$ cat config.mk
export PLATFORM = sky130hd
export DESIGN_NAME = dcache_ctrl_fsm
export DESIGN_NICKNAME = d
export VERILOG_FILES = /design/src/rtl/dcache_ctrl_fsm.sv
export SDC_FILE = /design/constraint.sdc
export NUM_CORES = 1
export LEC_CHECK = 0
export ABC_AREA = 1
export CORE_MARGIN = 5
export CORE_UTILIZATION = 25
export CTS_BUF_LIST = sky130_fd_sc_hd__clkbuf_4 sky130_fd_sc_hd__clkbuf_8 sky130_fd_sc_hd__clkbuf_16
export DETAILED_ROUTE_END_ITERATION = 16
export PLACE_DENSITY_LB_ADDON = 0.05
export SLEW_MARGIN = 20
export SYNTH_ARGS = -nofsm -noshare
export SYNTH_HDL_FRONTEND = slang
export SYNTH_SLANG_ARGS = --single-unit
$ cat constraint.sdc
create_clock -name CLK -period 2.8 [get_ports CLK]
set_input_delay 0.7 -clock CLK [delete_from_list [all_inputs] [get_ports CLK]]
set_output_delay 0.7 -clock CLK [all_outputs]
set_load 0.005 [all_outputs]
$ cat src/rtl/dcache_ctrl_fsm.sv
// Write-back, write-allocate data cache controller: hit/miss compare,
// dirty victim write-back, word-by-word refill, replay and statistics.
module dcache_ctrl_fsm #(
    parameter int WORDS_PER_LINE = 8,
    parameter int CNT_W          = 16,
    localparam int IW            = $clog2(WORDS_PER_LINE)
) (
    input  logic             CLK,
    input  logic             RST,
    input  logic             read,
    input  logic             write,
    input  logic             hit,
    input  logic             dirty,
    input  logic             mem_ack,
    input  logic             clr_stats,
    output logic             stall,
    output logic             cache_we,
    output logic             set_dirty,
    output logic             fill_we,
    output logic             tag_we,
    output logic             mem_req,
    output logic             mem_we,
    output logic             mem_sel_victim,
    output logic [IW-1:0]    word_idx,
    output logic [CNT_W-1:0] hit_count,
    output logic [CNT_W-1:0] miss_count
);

    typedef enum logic [1:0] {
        S_COMPARE,
        S_WRITE_BACK,
        S_ALLOCATE,
        S_UPDATE
    } state_t;

    localparam logic [IW-1:0] LAST_IDX = IW'(WORDS_PER_LINE - 1);

    state_t           r_state;
    state_t           w_next;
    logic [IW-1:0]    r_word_idx;
    logic [IW-1:0]    w_word_idx_next;
    logic             r_replay;
    logic [CNT_W-1:0] r_hit_cnt;
    logic [CNT_W-1:0] r_miss_cnt;
    logic             w_req;
    logic             w_last;
    logic             w_hit_inc;
    logic             w_miss_inc;

    assign w_req  = read | write;
    assign w_last = (r_word_idx == LAST_IDX);

    always_comb begin
        w_next          = r_state;
        w_word_idx_next = r_word_idx;
        w_hit_inc       = 1'b0;
        w_miss_inc      = 1'b0;
        stall           = 1'b0;
        cache_we        = 1'b0;
        set_dirty       = 1'b0;
        fill_we         = 1'b0;
        tag_we          = 1'b0;
        mem_req         = 1'b0;
        mem_we          = 1'b0;
        mem_sel_victim  = 1'b0;
        case (r_state)
            S_COMPARE: begin
                if (w_req && hit) begin
                    cache_we  = write;
                    set_dirty = write;
                    w_hit_inc = ~r_replay;
                end else if (w_req) begin
                    stall      = 1'b1;
                    w_miss_inc = ~r_replay;
                    w_next     = dirty ? S_WRITE_BACK : S_ALLOCATE;
                end
            end
            S_WRITE_BACK: begin
                stall          = 1'b1;
                mem_req        = 1'b1;
                mem_we         = 1'b1;
                mem_sel_victim = 1'b1;
                if (mem_ack) begin
                    w_word_idx_next = r_word_idx + 1'b1;
                    if (w_last) begin
                        w_word_idx_next = '0;
                        w_next          = S_ALLOCATE;
                    end
                end
            end
            S_ALLOCATE: begin
                stall   = 1'b1;
                mem_req = 1'b1;
                fill_we = mem_ack;
                if (mem_ack) begin
                    w_word_idx_next = r_word_idx + 1'b1;
                    if (w_last) begin
                        w_word_idx_next = '0;
                        w_next          = S_UPDATE;
                    end
                end
            end
            S_UPDATE: begin
                stall  = 1'b1;
                tag_we = 1'b1;
                w_next = S_COMPARE;
            end
            default: w_next = S_COMPARE;
        endcase
    end

    always_ff @(posedge CLK) begin
        if (RST) begin
            r_state    <= S_COMPARE;
            r_word_idx <= '0;
            r_replay   <= 1'b0;
        end else begin
            r_state    <= w_next;
            r_word_idx <= w_word_idx_next;
            r_replay   <= (r_state == S_UPDATE);
        end
    end

    // Clear wins over a coincident increment; counters stick at all-ones.
    always_ff @(posedge CLK) begin
        if (RST || clr_stats) begin
            r_hit_cnt  <= '0;
            r_miss_cnt <= '0;
        end else begin
            if (w_hit_inc && !(&r_hit_cnt))
                r_hit_cnt <= r_hit_cnt + 1'b1;
            if (w_miss_inc && !(&r_miss_cnt))
                r_miss_cnt <= r_miss_cnt + 1'b1;
        end
    end

    assign word_idx   = r_word_idx;
    assign hit_count  = r_hit_cnt;
    assign miss_count = r_miss_cnt;

endmodule

# Word level (Yosys, flattened, before mapping)
# Index checks and enable logic that the tools add are counted.
[totals] ram_bits=0 mem_count=0 latch_bits=0 ff_bits=38 input_bits=8 out_inout_bits=43 word_cells=56 romBits=0
[classes] n_div=0 mux=23 magnitude_cmp=0 eq_ne=10 reduce_logical=13 n_mul=0 bitwise=2 shift=0 add_sub_neg=3
[op_table] cell="16-bit by 1-bit adder with 16-bit output (second input constant)" n=2
[op_table] cell="16-bit AND reduction" n=2
[op_table] cell="2-bit 2-to-1 mux" n=7
[op_table] cell="1-bit 2-to-1 mux" n=13
[op_table] cell="2-bit != test (second input constant)" n=6
[op_table] cell="2-bit one-hot mux with 4 select lines" n=1
[op_table] cell="6-bit AND reduction" n=1
[op_table] cell="2-bit == test (second input constant)" n=2
[op_table] cell="3-bit by 1-bit adder with 3-bit output (second input constant)" n=1
[op_table] cell="3-bit == test (second input constant)" n=1
[op_table] cell="1-bit logical AND" n=3
[op_table] cell="3-bit 2-to-1 mux" n=1
[op_table] cell="3-bit OR reduction" n=1
[op_table] cell="2-bit by 1-bit == test with 1-bit output (second input constant)" n=1
[op_table] cell="1-bit zero test" n=2
[op_table] cell="2-bit zero test" n=1
[op_table] cell="1-bit one-hot mux with 2 select lines" n=1
[op_table] cell="2-bit AND reduction" n=1
[op_table] cell="2-bit OR reduction" n=1
[op_table] cell="1-bit logical OR" n=1
[op_table] cell="1-bit inverter" n=1
[op_table] cell="1-bit OR" n=1

# Logic depth before layout (Yosys ltp)
# Gate-level depths: netlist of the first run.
[logic_depth] word_depth=5 depth_mapped=10 mapped_depth_nobuf=10

# Worst setup path before layout of the first run
# Ideal clock, no wire load.
[synth_timing] path_kind="input-to-output" start="input port write" end="output port stall" cell_stages=4 t_required_ns=2.100 n_path_buf=0 setup_slack_ns=1.074 arrival_ns=1.026 path_cell_list="nor2_1 inv_1 nand2_1 nand2_1"
[synth_via] elab_chain_len=4 elab_cells_between_ends=5 cone_classes="mux (3); bitwise (1); reduce/logical (1)"
[synth_rtl] element="from (decl)" line_no="11" rtl="input logic write,"
[synth_rtl] element="1-bit OR (*)" line_no="50" rtl="assign w_req = read | write;"
[synth_rtl] element="1-bit 2-to-1 mux or 1-bit logical AND (tied branches)" line_no="72, 68"
[synth_rtl] element="1-bit 2-to-1 mux (*)" line_no="68" rtl="if (w_req && hit) begin"
[synth_rtl] element="1-bit one-hot mux with 2 select lines (*)" line_no="66" rtl="case (r_state)"
[synth_rtl] element="to (decl)" line_no="16" rtl="output logic stall,"
# Mark *: on every way between the ends. The rest lies on a longest branch, timed or not.

# Worst setup path after layout of the first run
# Same ends and word-level chain as after synthesis.

==> results.md, run 1 <==
- Outcome: finished, final reports clean
- P_leak: 1.13 nW
- Initial DRC Count: 65
- Flop-to-flop setup slack: 1000 ps
- Final wirelength: 6.51 mm
- # DRC: 0
- Die Area: 11,500 sq um
- Vias after detailed routing: 2,355
- Placed cell areas: 2960 sq um
- Worst-path clk slew: 80 ps
- Min-delay src: word_idx[1]
- Remaining global-route overflow: 0
- Worst path required time: 2100 ps
- Fin crit share: 93.8%
- Layout Cells excl Fill: 526
- Relative slew slack: 73.8%
- Unique masters post-synth: 29
- Family with the most delay on the worst path: buffers and inverters
- Slowest stage delay, CP: 430 ps
- Fin nets: 431
- Synth area leader: dfxtp_1
- DRT Pass-1 Iters: 4
- Setup CP Type: input port to output pin
- Reg2reg start: r_state[0]
- CTS Buffer Depth: 2
- PwrDens: 522 nW/um^2
- Setup Fix Bufs, Post-CTS: 0
- Placer Congestion: 0.786
- Endpoints failing setup: 0
- Die Wd: 107 um
- Max-Cap Viols: 0
- Overall Global Routing Usage: 11.8%
- Die Y: 107 um
- Worst Reg-to-Reg Cells: 8
- Int Pwr: 1.06 mW
- Peak supply drop: 0.285 mV
- Hold depth: 2
- CTS buffer count: 5
- Critical path startpoint category: input port
- CTS tree: built
- RSZ-0062 raised after global routing: no
- P&R area growth vs syn: 30.5%
- Initial antenna violation count: 0
- Crit end category: output pin
- Core area: 9200 sq um
- Skew-Pair Late Insertion Delay: 300 ps
- Overall Power: 1.60 mW
- Final ANT Viol Nets: 0
- Synthesized area: 2350 sq um
- Avg Inst Size Synth: 6.52 sq um
- Final Skew: 5.83 ps
- Reg power frac: 38.2%
- Cts-stage hold buffer count: 0
- Finished Cell Area: 3070 sq um
- Ant. Diodes: 0
- Initial Util: 25.6%
- First-pass GRT wire length: 10.8 mm
- Yosys warning count: 0
- Crit-path cells: clkdlybuf4s50_1 > nor2_1 > inv_1 > nand2_1 > nand2_1 > clkdlybuf4s50_1
- Minimum clock period: 2630 ps
- Number of placed I/O pins: 51
- R2r endpoint: miss_count[0]
- Post-Synthesis Cells: 361
- Sw Pwr: 0.539 mW
- Core Util, Final: 33.4%
- Synth Net Count: 378
- Sink of the worst hold path: word_idx[1]
- Sw Ratio: 33.6%
- Critical-path maximum fanout: 3
- Sequential fraction of the synthesis area: 32.3%
- Clk network pwr share: 29.7%
- Count of final max-slew check failures: 0
- Final Hold Viols: 0
- Setup TNS: 0 ps
- # rows: 35
- Combinational Power Share: 32.0%
- CP max-delay cell: clkdlybuf4s50_1
- Worst hold path type: flop to flop
- Vias/cell: 4.48
- Area share of the largest cell type after synthesis: 32.3%
- Dpl hpwl: 5.05 mm
- PostCTS Resize Cnt: 0
- H-tree levels: 2
- Layout cells sized above 1: 9.16%
- Largest net degree at the start of global routing: 15
- Inst Count DP: 518
- Root Buffer: clkbuf_8
- Vias in the first global route: 2,264
- Clock Sinks: 38
- Seq cells post-synth: 38
- Number of port buffers: 50
- Highest clock rate: 0.381 GHz
- Worst-margin pin slew: 392 ps
- Data arrival, critical path: 1930 ps
- WL per Instance: 12.4 um
- Synth top area cells: dfxtp_1, nand2_1, nor2_1, a21oi_1, nand3_1
- WP buf/inv: 3
## how the worst max path moves through the flow
| stage | from | depth (start not counted) | end | slack (ps) |
|---|---|---|---|---|
| 3_3_place_gp | write | 6 | stall | 180 |
| 6_report | write | 6 | stall | 170 |
| 3_5_place_dp | write | 6 | stall | 180 |
| 2_1_floorplan | write | 4 | stall | 1070 |
| 4_1_cts | write | 6 | stall | 170 |
| 5_1_grt | write | 6 | stall | 100 |
## sequential cells by signal, indices dropped and copies added (netlist names)
| signal | flops |
|---|---|
| hit_count | 16 |
| miss_count | 16 |
| r_replay | 1 |
| r_state | 2 |
| word_idx | 3 |
## metrics by stage
| stage | hold slack [ps] | setup WS (ps) |
|---|---|---|
| finish | 496 | 174 |
| global route | 535 | 96.5 |
| CTS | 497 | 171 |
| detailed placement | 484 | 176 |
| global placement | 478 | 184 |
| floorplan | 471 | 1070 |
## per-layer routing
layer  global-route usage [%]  vias up  share of wire, %
li1                         -     1262                 -
met2                     19.6       44                46
met1                     14.8     1042                48
met5                        0        -                 0
met4                     3.74        0               1.1
met3                     3.13        7               4.9
## final cells by class
| cell class | instances | area (sq um) |
|---|---|---|
| clock buffers | 5 | 68.8 |
| clock inverters | 3 | 40.0 |
| fillers | 1023 | 6120 |
| inverters | 30 | 113 |
| multi-input cells | 287 | 1440 |
| flip-flops and latches | 38 | 761 |
| well taps | 111 | 139 |
| repair buffers | 52 | 515 |
## placed cells by master, fill, tap and decap left out
| cell | count |
|---|---|
| a21oi_1 | 30 |
| buf_4 | 2 |
| bufinv_16 | 1 |
| clkbuf_8 | 5 |
| clkdlybuf4s50_1 | 50 |
| clkinv_1 | 1 |
| clkinv_2 | 2 |
| dfxtp_1 | 38 |
| ha_1 | 9 |
| inv_1 | 25 |
| inv_2 | 4 |
| nand2_1 | 101 |
| nand2_2 | 6 |
| nand3_1 | 29 |
| nand3_2 | 1 |
| nand3b_1 | 2 |
| nand4_1 | 4 |
| nand4_2 | 1 |
| nand4_4 | 1 |
| nor2_1 | 68 |
| nor2_2 | 6 |
| nor2_4 | 4 |
| nor2_8 | 1 |
| nor3_1 | 3 |
| o21a_1 | 1 |
| o21ai_0 | 4 |
| o21ai_1 | 6 |
| o21ai_4 | 2 |
| or2_2 | 2 |
| xnor2_1 | 3 |
| xor2_1 | 3 |
## cells in the mapped netlist
master and n:
a21oi_1 30, buf_4 2, buf_6 2, clkbuf_1 2
clkinv_1 1, dfxtp_1 38, ha_1 9, inv_1 25
inv_2 4, nand2_1 101, nand2_2 6, nand3_1 29
nand3_2 1, nand3b_1 2, nand4_1 4, nand4_2 1
nand4_4 1, nor2_1 68, nor2_2 6, nor2_4 4
nor2_8 1, nor3_1 3, o21a_1 1, o21ai_0 4
o21ai_1 6, o21ai_4 2, or2_2 2, xnor2_1 3
xor2_1 3
## worst min-delay path: cells and delay by family, from the launching register on
kind | cells | cell delay (ps)
DFF | 1 | 330
and+or+nand+nor | 1 | 60
AOI/OAI and AO/OA | 1 | 60
## cell families (layout without fill, tap and decap cells)
| kind of cell | count (synthesis) | after routing | share of synthesized area, % |
|---|---|---|---|
| flip-flops | 38 | 38 | 32.3 |
| AND/OR/NAND/NOR | 229 | 229 | 43.8 |
| AO/OA/AOI/OAI | 43 | 43 | 10.2 |
| buffers and inverters | 36 | 90 | 6.69 |
| XOR/XNOR | 6 | 6 | 2.23 |
| adder cells (fa/ha/maj) | 9 | 9 | 4.78 |
## power groups by stage
| stage | registers (mW) | logic, mW | clock network, mW |
|---|---|---|---|
| CTS | 0.615 | 0.523 | 0.497 |
| finish | 0.613 | 0.514 | 0.477 |
| global route | 0.620 | 0.577 | 0.519 |
| global placement | 0.627 | 0.522 | 0 |
| detailed placement | 0.628 | 0.520 | 0 |
| floorplan | 0.618 | 0.315 | 0 |
(Power assumes the default switching activity.)
==> inputs of run 2 (changes only) <==
--- a/config.mk
+++ b/config.mk
@@ -9,6 +9,7 @@
 export CORE_MARGIN = 5
 export CORE_UTILIZATION = 25
 export CTS_BUF_LIST = sky130_fd_sc_hd__clkbuf_4 sky130_fd_sc_hd__clkbuf_8 sky130_fd_sc_hd__clkbuf_16
+export CTS_CLUSTER_DIAMETER = 150
 export DETAILED_ROUTE_END_ITERATION = 16
 export PLACE_DENSITY_LB_ADDON = 0.05
 export SLEW_MARGIN = 20
==> results of run 2 <==
Same layout as run 1: the final DEF is identical, and so are final timing and power.
